### src/rtl/multicycle_controller_if.sv
// Datapath control bundle between the multi-cycle sequencer (master) and the
// datapath/memory side (slave).
interface multicycle_controller_if;
  logic       run;
  logic [6:0] opcode;
  logic       mem_ready;
  logic       mem_req;
  logic       mem_we;
  logic       mem_sel;
  logic       ir_write;
  logic       pc_write;
  logic       reg_write;
  logic       alu_src;
  logic       mem_to_reg;
  logic       imm_sel;
  logic       busy;
  logic [1:0] fault;

  modport master (
    input  run, opcode, mem_ready,
    output mem_req, mem_we, mem_sel, ir_write, pc_write, reg_write,
           alu_src, mem_to_reg, imm_sel, busy, fault
  );

  modport slave (
    output run, opcode, mem_ready,
    input  mem_req, mem_we, mem_sel, ir_write, pc_write, reg_write,
           alu_src, mem_to_reg, imm_sel, busy, fault
  );
endinterface

### src/rtl/multicycle_controller.sv
// Multi-cycle FETCH/DECODE/EXEC/MEM/WB sequencer with req/ready memory handshake and
// sticky illegal-opcode / memory-timeout faults. Optional retired-instruction counter: PERF_CNT_EN.
module multicycle_controller #(
  parameter int TIMEOUT_CYCLES = 16
`ifdef PERF_CNT_EN
  , parameter int CNT_W = 32
`endif
) (
  input  logic                     clk,
  input  logic                     rst_n,
`ifdef PERF_CNT_EN
  output logic [CNT_W-1:0]         instr_count,
`endif
  multicycle_controller_if.master  bus
);

  // state  | meaning
  // IDLE   | waiting for run | FETCH  instruction read | DECODE classify opcode
  // EXEC   | ALU setup       | MEM    data access      | WB writeback, PC advance
  // FAULT  | sticky error, left only through rst_n
  typedef enum logic [2:0] {
    S_IDLE, S_FETCH, S_DECODE, S_EXEC, S_MEM, S_WB, S_FAULT
  } state_t;

  typedef enum logic [1:0] {C_LOAD, C_STORE, C_OP, C_OPIMM} cls_t;

  localparam logic [6:0] OPC_LOAD  = 7'b0000011;
  localparam logic [6:0] OPC_STORE = 7'b0100011;
  localparam logic [6:0] OPC_OP    = 7'b0110011;
  localparam logic [6:0] OPC_OPIMM = 7'b0010011;

  localparam int              TMO_W    = $clog2(TIMEOUT_CYCLES + 1);
  localparam logic [TMO_W-1:0] TMO_LAST = TMO_W'(TIMEOUT_CYCLES - 1);

  state_t           state_q, state_d;
  cls_t             cls_q, cls_d;
  logic [TMO_W-1:0] tmo_q, tmo_d;
  logic [1:0]       fault_q, fault_d;

  logic mem_req_q, mem_we_q, mem_sel_q, reg_write_q, alu_src_q;
  logic mem_to_reg_q, imm_sel_q, busy_q, wb_q;

  // Wait counter restarts from zero on every state change, so entering FETCH/MEM clears it.
  always_comb begin
    state_d = state_q;
    cls_d   = cls_q;
    fault_d = fault_q;
    tmo_d   = '0;
    case (state_q)
      S_IDLE: begin
        if (bus.run) state_d = S_FETCH;
      end
      S_FETCH: begin
        if (bus.mem_ready) begin
          state_d = S_DECODE;
        end else if (tmo_q == TMO_LAST) begin
          state_d = S_FAULT;
          fault_d = 2'b10;
        end else begin
          tmo_d = tmo_q + 1'b1;
        end
      end
      S_DECODE: begin
        state_d = S_EXEC;
        case (bus.opcode)
          OPC_LOAD:  cls_d = C_LOAD;
          OPC_STORE: cls_d = C_STORE;
          OPC_OP:    cls_d = C_OP;
          OPC_OPIMM: cls_d = C_OPIMM;
          default: begin
            state_d = S_FAULT;
            fault_d = 2'b01;
          end
        endcase
      end
      S_EXEC: begin
        state_d = (cls_q == C_LOAD || cls_q == C_STORE) ? S_MEM : S_WB;
      end
      S_MEM: begin
        if (bus.mem_ready) begin
          if (cls_q == C_STORE) state_d = bus.run ? S_FETCH : S_IDLE;
          else                  state_d = S_WB;
        end else if (tmo_q == TMO_LAST) begin
          state_d = S_FAULT;
          fault_d = 2'b10;
        end else begin
          tmo_d = tmo_q + 1'b1;
        end
      end
      S_WB: begin
        state_d = bus.run ? S_FETCH : S_IDLE;
      end
      S_FAULT: begin
      end
      default: state_d = S_IDLE;
    endcase
  end

  // Outputs are registered decodes of the next state. ALU operand selects stay up
  // through WB so the ALU result being written back remains stable.
  always_ff @(posedge clk or negedge rst_n) begin
    if (!rst_n) begin
      state_q      <= S_IDLE;
      cls_q        <= C_LOAD;
      tmo_q        <= '0;
      fault_q      <= 2'b00;
      mem_req_q    <= 1'b0;
      mem_we_q     <= 1'b0;
      mem_sel_q    <= 1'b0;
      reg_write_q  <= 1'b0;
      alu_src_q    <= 1'b0;
      mem_to_reg_q <= 1'b0;
      imm_sel_q    <= 1'b0;
      busy_q       <= 1'b0;
      wb_q         <= 1'b0;
    end else begin
      state_q      <= state_d;
      cls_q        <= cls_d;
      tmo_q        <= tmo_d;
      fault_q      <= fault_d;
      mem_req_q    <= (state_d == S_FETCH) || (state_d == S_MEM);
      mem_sel_q    <= (state_d == S_MEM);
      mem_we_q     <= (state_d == S_MEM) && (cls_d == C_STORE);
      alu_src_q    <= ((state_d == S_EXEC) || (state_d == S_MEM) || (state_d == S_WB))
                      && (cls_d != C_OP);
      imm_sel_q    <= ((state_d == S_EXEC) || (state_d == S_MEM)) && (cls_d == C_STORE);
      reg_write_q  <= (state_d == S_WB);
      mem_to_reg_q <= (state_d == S_WB) && (cls_d == C_LOAD);
      wb_q         <= (state_d == S_WB);
      busy_q       <= (state_d != S_IDLE) && (state_d != S_FAULT);
    end
  end

  assign bus.mem_req    = mem_req_q;
  assign bus.mem_we     = mem_we_q;
  assign bus.mem_sel    = mem_sel_q;
  assign bus.ir_write   = mem_req_q && !mem_sel_q && bus.mem_ready;
  assign bus.pc_write   = wb_q || (mem_we_q && bus.mem_ready);
  assign bus.reg_write  = reg_write_q;
  assign bus.alu_src    = alu_src_q;
  assign bus.mem_to_reg = mem_to_reg_q;
  assign bus.imm_sel    = imm_sel_q;
  assign bus.busy       = busy_q;
  assign bus.fault      = fault_q;

`ifdef PERF_CNT_EN
  logic [CNT_W-1:0] cnt_q;

  always_ff @(posedge clk or negedge rst_n) begin
    if (!rst_n)            cnt_q <= '0;
    else if (bus.pc_write) cnt_q <= cnt_q + 1'b1;
  end

  assign instr_count = cnt_q;
`endif

endmodule

### src/flat_wrapper.sv
// flat-port wrapper written by rule: the top's interface ports become plain ports
module multicycle_controller_flat 
#(
  parameter int TIMEOUT_CYCLES = 16

)
  (clk, rst_n, bus_run, bus_opcode, bus_mem_ready, bus_mem_req, bus_mem_we, bus_mem_sel, bus_ir_write, bus_pc_write, bus_reg_write, bus_alu_src, bus_mem_to_reg, bus_imm_sel, bus_busy, bus_fault);
  multicycle_controller_if bus_i ();
  input  logic clk;
  input  logic rst_n;
  input wire logic [$bits(bus_i.run)-1:0] bus_run;
  input wire logic [$bits(bus_i.opcode)-1:0] bus_opcode;
  input wire logic [$bits(bus_i.mem_ready)-1:0] bus_mem_ready;
  output wire logic [$bits(bus_i.mem_req)-1:0] bus_mem_req;
  output wire logic [$bits(bus_i.mem_we)-1:0] bus_mem_we;
  output wire logic [$bits(bus_i.mem_sel)-1:0] bus_mem_sel;
  output wire logic [$bits(bus_i.ir_write)-1:0] bus_ir_write;
  output wire logic [$bits(bus_i.pc_write)-1:0] bus_pc_write;
  output wire logic [$bits(bus_i.reg_write)-1:0] bus_reg_write;
  output wire logic [$bits(bus_i.alu_src)-1:0] bus_alu_src;
  output wire logic [$bits(bus_i.mem_to_reg)-1:0] bus_mem_to_reg;
  output wire logic [$bits(bus_i.imm_sel)-1:0] bus_imm_sel;
  output wire logic [$bits(bus_i.busy)-1:0] bus_busy;
  output wire logic [$bits(bus_i.fault)-1:0] bus_fault;
  assign bus_i.run = bus_run;
  assign bus_i.opcode = bus_opcode;
  assign bus_i.mem_ready = bus_mem_ready;
  assign bus_mem_req = bus_i.mem_req;
  assign bus_mem_we = bus_i.mem_we;
  assign bus_mem_sel = bus_i.mem_sel;
  assign bus_ir_write = bus_i.ir_write;
  assign bus_pc_write = bus_i.pc_write;
  assign bus_reg_write = bus_i.reg_write;
  assign bus_alu_src = bus_i.alu_src;
  assign bus_mem_to_reg = bus_i.mem_to_reg;
  assign bus_imm_sel = bus_i.imm_sel;
  assign bus_busy = bus_i.busy;
  assign bus_fault = bus_i.fault;
  multicycle_controller #(.TIMEOUT_CYCLES(TIMEOUT_CYCLES)) u_core (.clk(clk), .rst_n(rst_n), .bus(bus_i));
endmodule
### config.mk
export PLATFORM = sky130hd
export DESIGN_NAME = multicycle_controller_flat
export DESIGN_NICKNAME = d
export VERILOG_FILES = /design/src/rtl/multicycle_controller_if.sv /design/src/rtl/multicycle_controller.sv /design/src/flat_wrapper.sv
export SDC_FILE = /design/constraint.sdc
export NUM_CORES = 1
export LEC_CHECK = 0
export BUFFER_PORTS_ARGS = -buffer_cell sky130_fd_sc_hd__buf_4
export CAP_MARGIN = 20
export CORE_MARGIN = 3
export CORE_UTILIZATION = 40
export CTS_CLUSTER_DIAMETER = 150
export CTS_CLUSTER_SIZE = 14
export DETAILED_ROUTE_END_ITERATION = 7
export PLACE_DENSITY = 0.72
export SLEW_MARGIN = 30
export SYNTH_ARGS = -nofsm -noshare
export SYNTH_HDL_FRONTEND = slang
export SYNTH_SLANG_ARGS = --single-unit
export TNS_END_PERCENT = 50
### constraint.sdc
create_clock -name clk -period 2.9 [get_ports clk]
set_input_delay 0.29 -clock clk [delete_from_list [all_inputs] [get_ports clk]]
set_output_delay 0.29 -clock clk [all_outputs]
set_load 0.005 [all_outputs]
== After elaboration in Yosys (flattened, before gate mapping) ==
Cells that the tools add are included.

* Bits in registers: 20
* Bits in latches: 0
* RAM bits: 0
* ROM bits: 0
* Input bits: 11
* Word-level logic and storage cells: 75
* Memories kept: 0

* $add $sub $neg: 1
* Multipliers: 0
* Divide/modulo/power cells: 0
* Order comparisons: 0
* Equal/unequal tests: 22
* Shift operators: 0
* Mux-type cells: 18
* Bitwise gates (word level): 0
* Reductions and logical operators: 22

{| class="wikitable"
|+ Operator list
! operator !! count
|-
| one-hot mux 3 bit (7 select lines) || 1
|-
| two-way mux 3 bit || 6
|-
| == test 3 bit (second input constant) || 5
|-
| two-way mux 5 bit || 3
|-
| == test 7 x 6 -> 1 bit (second input constant) || 2
|-
| == test 3 x 2 -> 1 bit (second input constant) || 3
|-
| logical AND 1 bit || 8
|-
| two-way mux 2 bit || 4
|-
| one-hot mux 2 bit (4 select lines) || 1
|-
| == test 7 x 2 -> 1 bit (second input constant) || 1
|-
| == test 7 x 5 -> 1 bit (second input constant) || 1
|-
| == test 3 x 1 -> 1 bit (second input constant) || 2
|-
| inequality test 2 bit (second input constant) || 3
|-
| adder 5 x 1 -> 5 bit (second input constant) || 1
|-
| == test 5 x 4 -> 1 bit (second input constant) || 1
|-
| logical OR 1 bit || 5
|-
| == test 2 x 1 -> 1 bit (second input constant) || 2
|-
| zero test 2 bit || 2
|-
| one-hot mux 2 bit (2 select lines) || 1
|-
| AND reduction 4 bit || 1
|-
| OR reduction 4 bit || 1
|-
| zero test 3 bit || 1
|-
| inequality test 3 bit (second input constant) || 1
|-
| nonzero test 3 bit || 1
|-
| other kinds (5) || 6
|}

== Logic depth before layout (Yosys ltp) ==
* Depth after elaboration: 8
* Gate-level depth with buffers: 7
* Mapped depth without buffers: 6

== Least setup slack after synthesis ==
Ideal clock, no wire load.

* Kind: register -> register
* Start point: register u_core.tmo_q[0]
* End point: register u_core.mem_req_q (netlist: u_core.bus.mem_req)
* Library setup time: 0.130 ns
* Arrival time: 1.617 ns
* Required time: 2.770 ns
* Path slack: 1.154 ns
* Stages on the path, launching flop included: 8
* Path through: dfrtp_1 -> ha_1 -> and4b_1 -> buf_2 -> nor4_1 -> nor4_4 -> xor2_1 -> nor2_1

* Word-level cells in the longest chain between the ends: 6

{| class="wikitable"
|+ Ends and longest elaborated chain
! item !! RTL line !! source
|-
| start: declaration || multicycle_controller.sv:37 || <nowiki>logic [TMO_W-1:0] tmo_q, tmo_d;</nowiki>
|-
| start signal: assignment || multicycle_controller.sv:119 || <nowiki>tmo_q <= tmo_d;</nowiki>
|-
| == test 5 x 4 -> 1 bit * || multicycle_controller.sv:56, multicycle_controller.sv:83 ||
|-
| two-way mux 3 bit * || multicycle_controller.sv:56, multicycle_controller.sv:83 ||
|-
| two-way mux 3 bit (on tied branches) || multicycle_controller.sv:80, multicycle_controller.sv:54 ||
|-
| one-hot mux 3 bit (7 select lines) * || multicycle_controller.sv:49 || <nowiki>case (state_q)</nowiki>
|-
| == test 3 x 1 -> 1 bit or == test 3 bit (tied branches) || multicycle_controller.sv:121 || <nowiki>mem_req_q <= (state_d == S_FETCH) || (state_d == S_MEM);</nowiki>
|-
| logical OR 1 bit * || multicycle_controller.sv:121 ||
|-
| end signal: assignment || multicycle_controller.sv:121 ||
|-
| end: declaration || multicycle_controller.sv:40 || <nowiki>logic mem_req_q, mem_we_q, mem_sel_q, reg_write_q, alu_src_q;</nowiki>
|}

Mark *: on every way between the ends. The rest lies on a longest branch, timed or not.
A chain may end at the register's enable or synchronous reset.

== Worst setup path in the final report ==
* Start point: register u_core.tmo_q[0]
* End point: register u_core.imm_sel_q (netlist: u_core.bus.imm_sel)

* Word-level cells in the longest chain between the ends: 7

{| class="wikitable"
|+ Ends and longest elaborated chain
! item !! RTL line !! source
|-
| == test 5 x 4 -> 1 bit * || multicycle_controller.sv:56, multicycle_controller.sv:83 ||
|-
| two-way mux 3 bit * || multicycle_controller.sv:56, multicycle_controller.sv:83 ||
|-
| two-way mux 3 bit (on tied branches) || multicycle_controller.sv:80, multicycle_controller.sv:54 ||
|-
| one-hot mux 3 bit (7 select lines) * || multicycle_controller.sv:49 ||
|-
| == test 3 x 2 -> 1 bit or == test 3 bit (tied branches) || multicycle_controller.sv:126 || <nowiki>imm_sel_q <= ((state_d == S_EXEC) || (state_d == S_MEM)) && (cls_d == C_STORE);</nowiki>
|-
| logical OR 1 bit * || multicycle_controller.sv:126 ||
|-
| logical AND 1 bit * || multicycle_controller.sv:126 ||
|-
| end signal: assignment || multicycle_controller.sv:126 ||
|-
| end: declaration || multicycle_controller.sv:41 || <nowiki>logic mem_to_reg_q, imm_sel_q, busy_q, wb_q;</nowiki>
|}

Marked as above.

==> flow_metrics.tcl <==
set metrics [dict create \
    h-tree-depth 1 \
    whs_ps 257.2 \
    crit-reg2reg-capture "u_core.bus.imm_sel" \
    die_area_sq_um 3240 \
    cts_tree "yes" \
    final_layout_size_suffix_gt1_share_pct 36.28 \
    maxSlewHeadroom_pct 57.71 \
    cp.required_ps 3140 \
    ir_worst_vdd_v 0.0004479 \
    floorplan.die.height_um 56.92 \
    globalplace.congestion 0.7328 \
    multi_input_comb_area_sq_um 494.2 \
    crit_type "reg -> reg" \
    async_flop_share_pct 100.0 \
    cts.clk_slew.worst_paths_ps 110 \
    io_buffer_count 22 \
    io_pins 23 \
    dr.pass1.iters 2 \
    synthTopCellsByArea "dfrtp_1 48%, nor4_4 4.1%, nor2_1 2.9%" \
    via_per_inst 5.348 \
    grtUsageTotal_pct 13.75 \
    worst_slew_pin_slew_ps 627.5 \
    initial_core_util_pct 44.33 \
    wl_per_cell_um 14.45 \
    dp_hpwl_um 1497 \
    antenna_found_initial 0 \
    nNetsFinal 126 \
    p_per_area_nw_per_um2 804.7 \
    synth_edf_count 0 \
    drc 0 \
    hold_class "in -> reg" \
    synth_area_sq_um 1037 \
    crit_start "u_core.tmo_q[0]" \
    arrival_ps 2120 \
    num_rows 17 \
    critPathSlowestCell "nor4_4" \
    instances_no_fill 141 \
    fin_setup_tns_ps 0 \
    grt_max_degree 21 \
    crit_chain "ha_1 -> and4b_1 -> nor4_1 -> nor4_4 -> nand3b_4 -> a21oi_2" \
    timing.final.max_slew_violations 0 \
    post_cts_buffers 0 \
    max_flop_register "u_core.tmo_q" \
    first_global_vias 764 \
    ff2ff_setup_slack_ps 1030 \
    area_delta_synth_final_pct 22.20 \
    insertedDiodeCount 0 \
    grt_pass1_wl_um 3415 \
    endpoint "u_core.bus.imm_sel" \
    r2r_start "u_core.tmo_q[0]" \
    numClockSinks 20 \
    ys_ff_latch 20 \
    synth_ff_type "dfrtp_1" \
    vias 754 \
    setup_viol 0 \
    rr_worst_depth 6 \
    regArea_sq_um 500.5 \
    start_kind "register" \
    synth.most_common_cell "dfrtp_1" \
    ys_types 41 \
    cp_slowest_stage_delay_ps 440 \
    status "complete, no violations" \
    core_sq_um 2340 \
    finalHoldViolCount 0 \
    final_util_pct 54.17 \
    fin_skew_ps 6.295 \
    rsz0062_at_grt "false" \
    initialDrtViolationCount 6 \
    synth_common_cells "20 x dfrtp_1, 8 x nor2_1, 6 x inv_1" \
    nFillCells 209 \
    cts_buffers 3 \
    die_w_um 56.92 \
    synth.avg_cell_area_sq_um 11.79 \
    ctsLongestPathBuffers 2 \
    largestRegisters "u_core.tmo_q: 5 flops, u_core.state_q: 3 flops" \
    yosys_warnings 0 \
    synth_area_leader_cell "dfrtp_1" \
    synth-seq-area-share_pct 48.25 \
    post-synth-top-area-fraction_pct 48.25 \
    path_max_fanout 7 \
    max_freq_mhz 533.9 \
    period_share_pct 64.58 \
    drv_cap 0 \
    leakagePower_uw 0.0005844 \
    postRouteAntennaNets 0 \
    largest_reg_flops 5 \
    root_buffer "clkbuf_4" \
    cp-end-kind "register" \
    dp.cells 136 \
    synth_nets 100 \
    drt_wl_total_um 2037 \
    period_minus_slack_ps 1873 \
    grt.overflow.total 0 \
    netlist_instances 88 \
    clk_latency_ps 310 \
]
-- metrics by stage --
stage,instance area (sq um),worst slack [ps],power [uW]
floorplan,1037,1154,735.1
global placement,1221,1129,849.7
detailed placement,1221,1064,855.2
CTS,1267,1034,1029
global route,1267,860.9,1083
finish,1267,1027,1020
-- worst min-delay path by stage --
stage                   from                 end  cells after the start
5_1_grt        bus_opcode[4]     u_core.cls_q[1]                      2
2_1_floorplan          rst_n  u_core.bus.alu_src                      0
3_5_place_dp           rst_n     u_core.tmo_q[2]                      1
3_3_place_gp           rst_n     u_core.tmo_q[4]                      1
6_report       bus_opcode[4]     u_core.cls_q[1]                      2
4_1_cts        bus_opcode[4]     u_core.cls_q[1]                      2
-- cell families (layout without fill, tap and decap cells) --
group	Yosys count	after routing	synth area share, %
AOI/OAI and AO/OA	18	18	17.25
xor gates and xnor gates	5	5	4.223
adders and majority gates	1	1	1.206
buffers and inverters	9	34	4.100
DFF	20	20	48.25
muxes	1	1	1.086
and+or+nand+nor	34	34	23.88
-- cell type report --
cell class              instances  share of cell area (%)
inverters                       7                   2.073
well taps                      28                   2.764
repair buffers                 23                   13.82
clock buffers                   4                   2.863
flip-flops and latches         20                   39.49
multi-input cells              59                   38.99
-- critical path: cells and delay by family (launching register included) --
kind                       cells  cell delay (ps)
and+or+nand+nor                4             1050
adders and majority gates      1              210
DFF                            1              390
AOI/OAI and AO/OA              1              160
-- cells in the final DEF, fill, tap and decap left out, types with 2 or more instances in the layout --
cell,netlist,final
buf_4,0,22
o21a_1,2,2
nor4_4,2,2
nor2_1,8,8
xor2_1,2,2
dfrtp_1,20,20
nor3b_1,2,2
clkbuf_4,0,3
nand3_1,3,3
xnor2_1,3,3
nand2_1,2,2
nand2b_1,2,2
a21oi_2,2,2
nor3_1,5,5
inv_1,6,6
a21oi_1,2,2
-- report_power, final --
part           internal (uW)  leakage, uW  total (uW)  switching [uW]
Clock                   76.8    0.0000210         166            89.5
Sequential               348     0.000262         423            75.5
Combinational            214     0.000301         431             216
Total                    639     0.000584        1020             381
-- repair_timing --
item / CTS / global route
hold endpoints to repair: 20 / 0
setup endpoints to repair: 0 / 0
hold buffers: 1 / 0
gates resized for setup: 0 / 0
-- per-layer routing --
metal | wire length, um | vias to the layer above | GRT usage [%]
li1 | - | 367 | -
met1 | 911 | 369 | 16.93
met2 | 993 | 13 | 21.70
met3 | 84 | 5 | 3.678
met4 | 47 | 0 | 7.616
met5 | 0 | - | 0
Power figures use the tool's default switching activity.
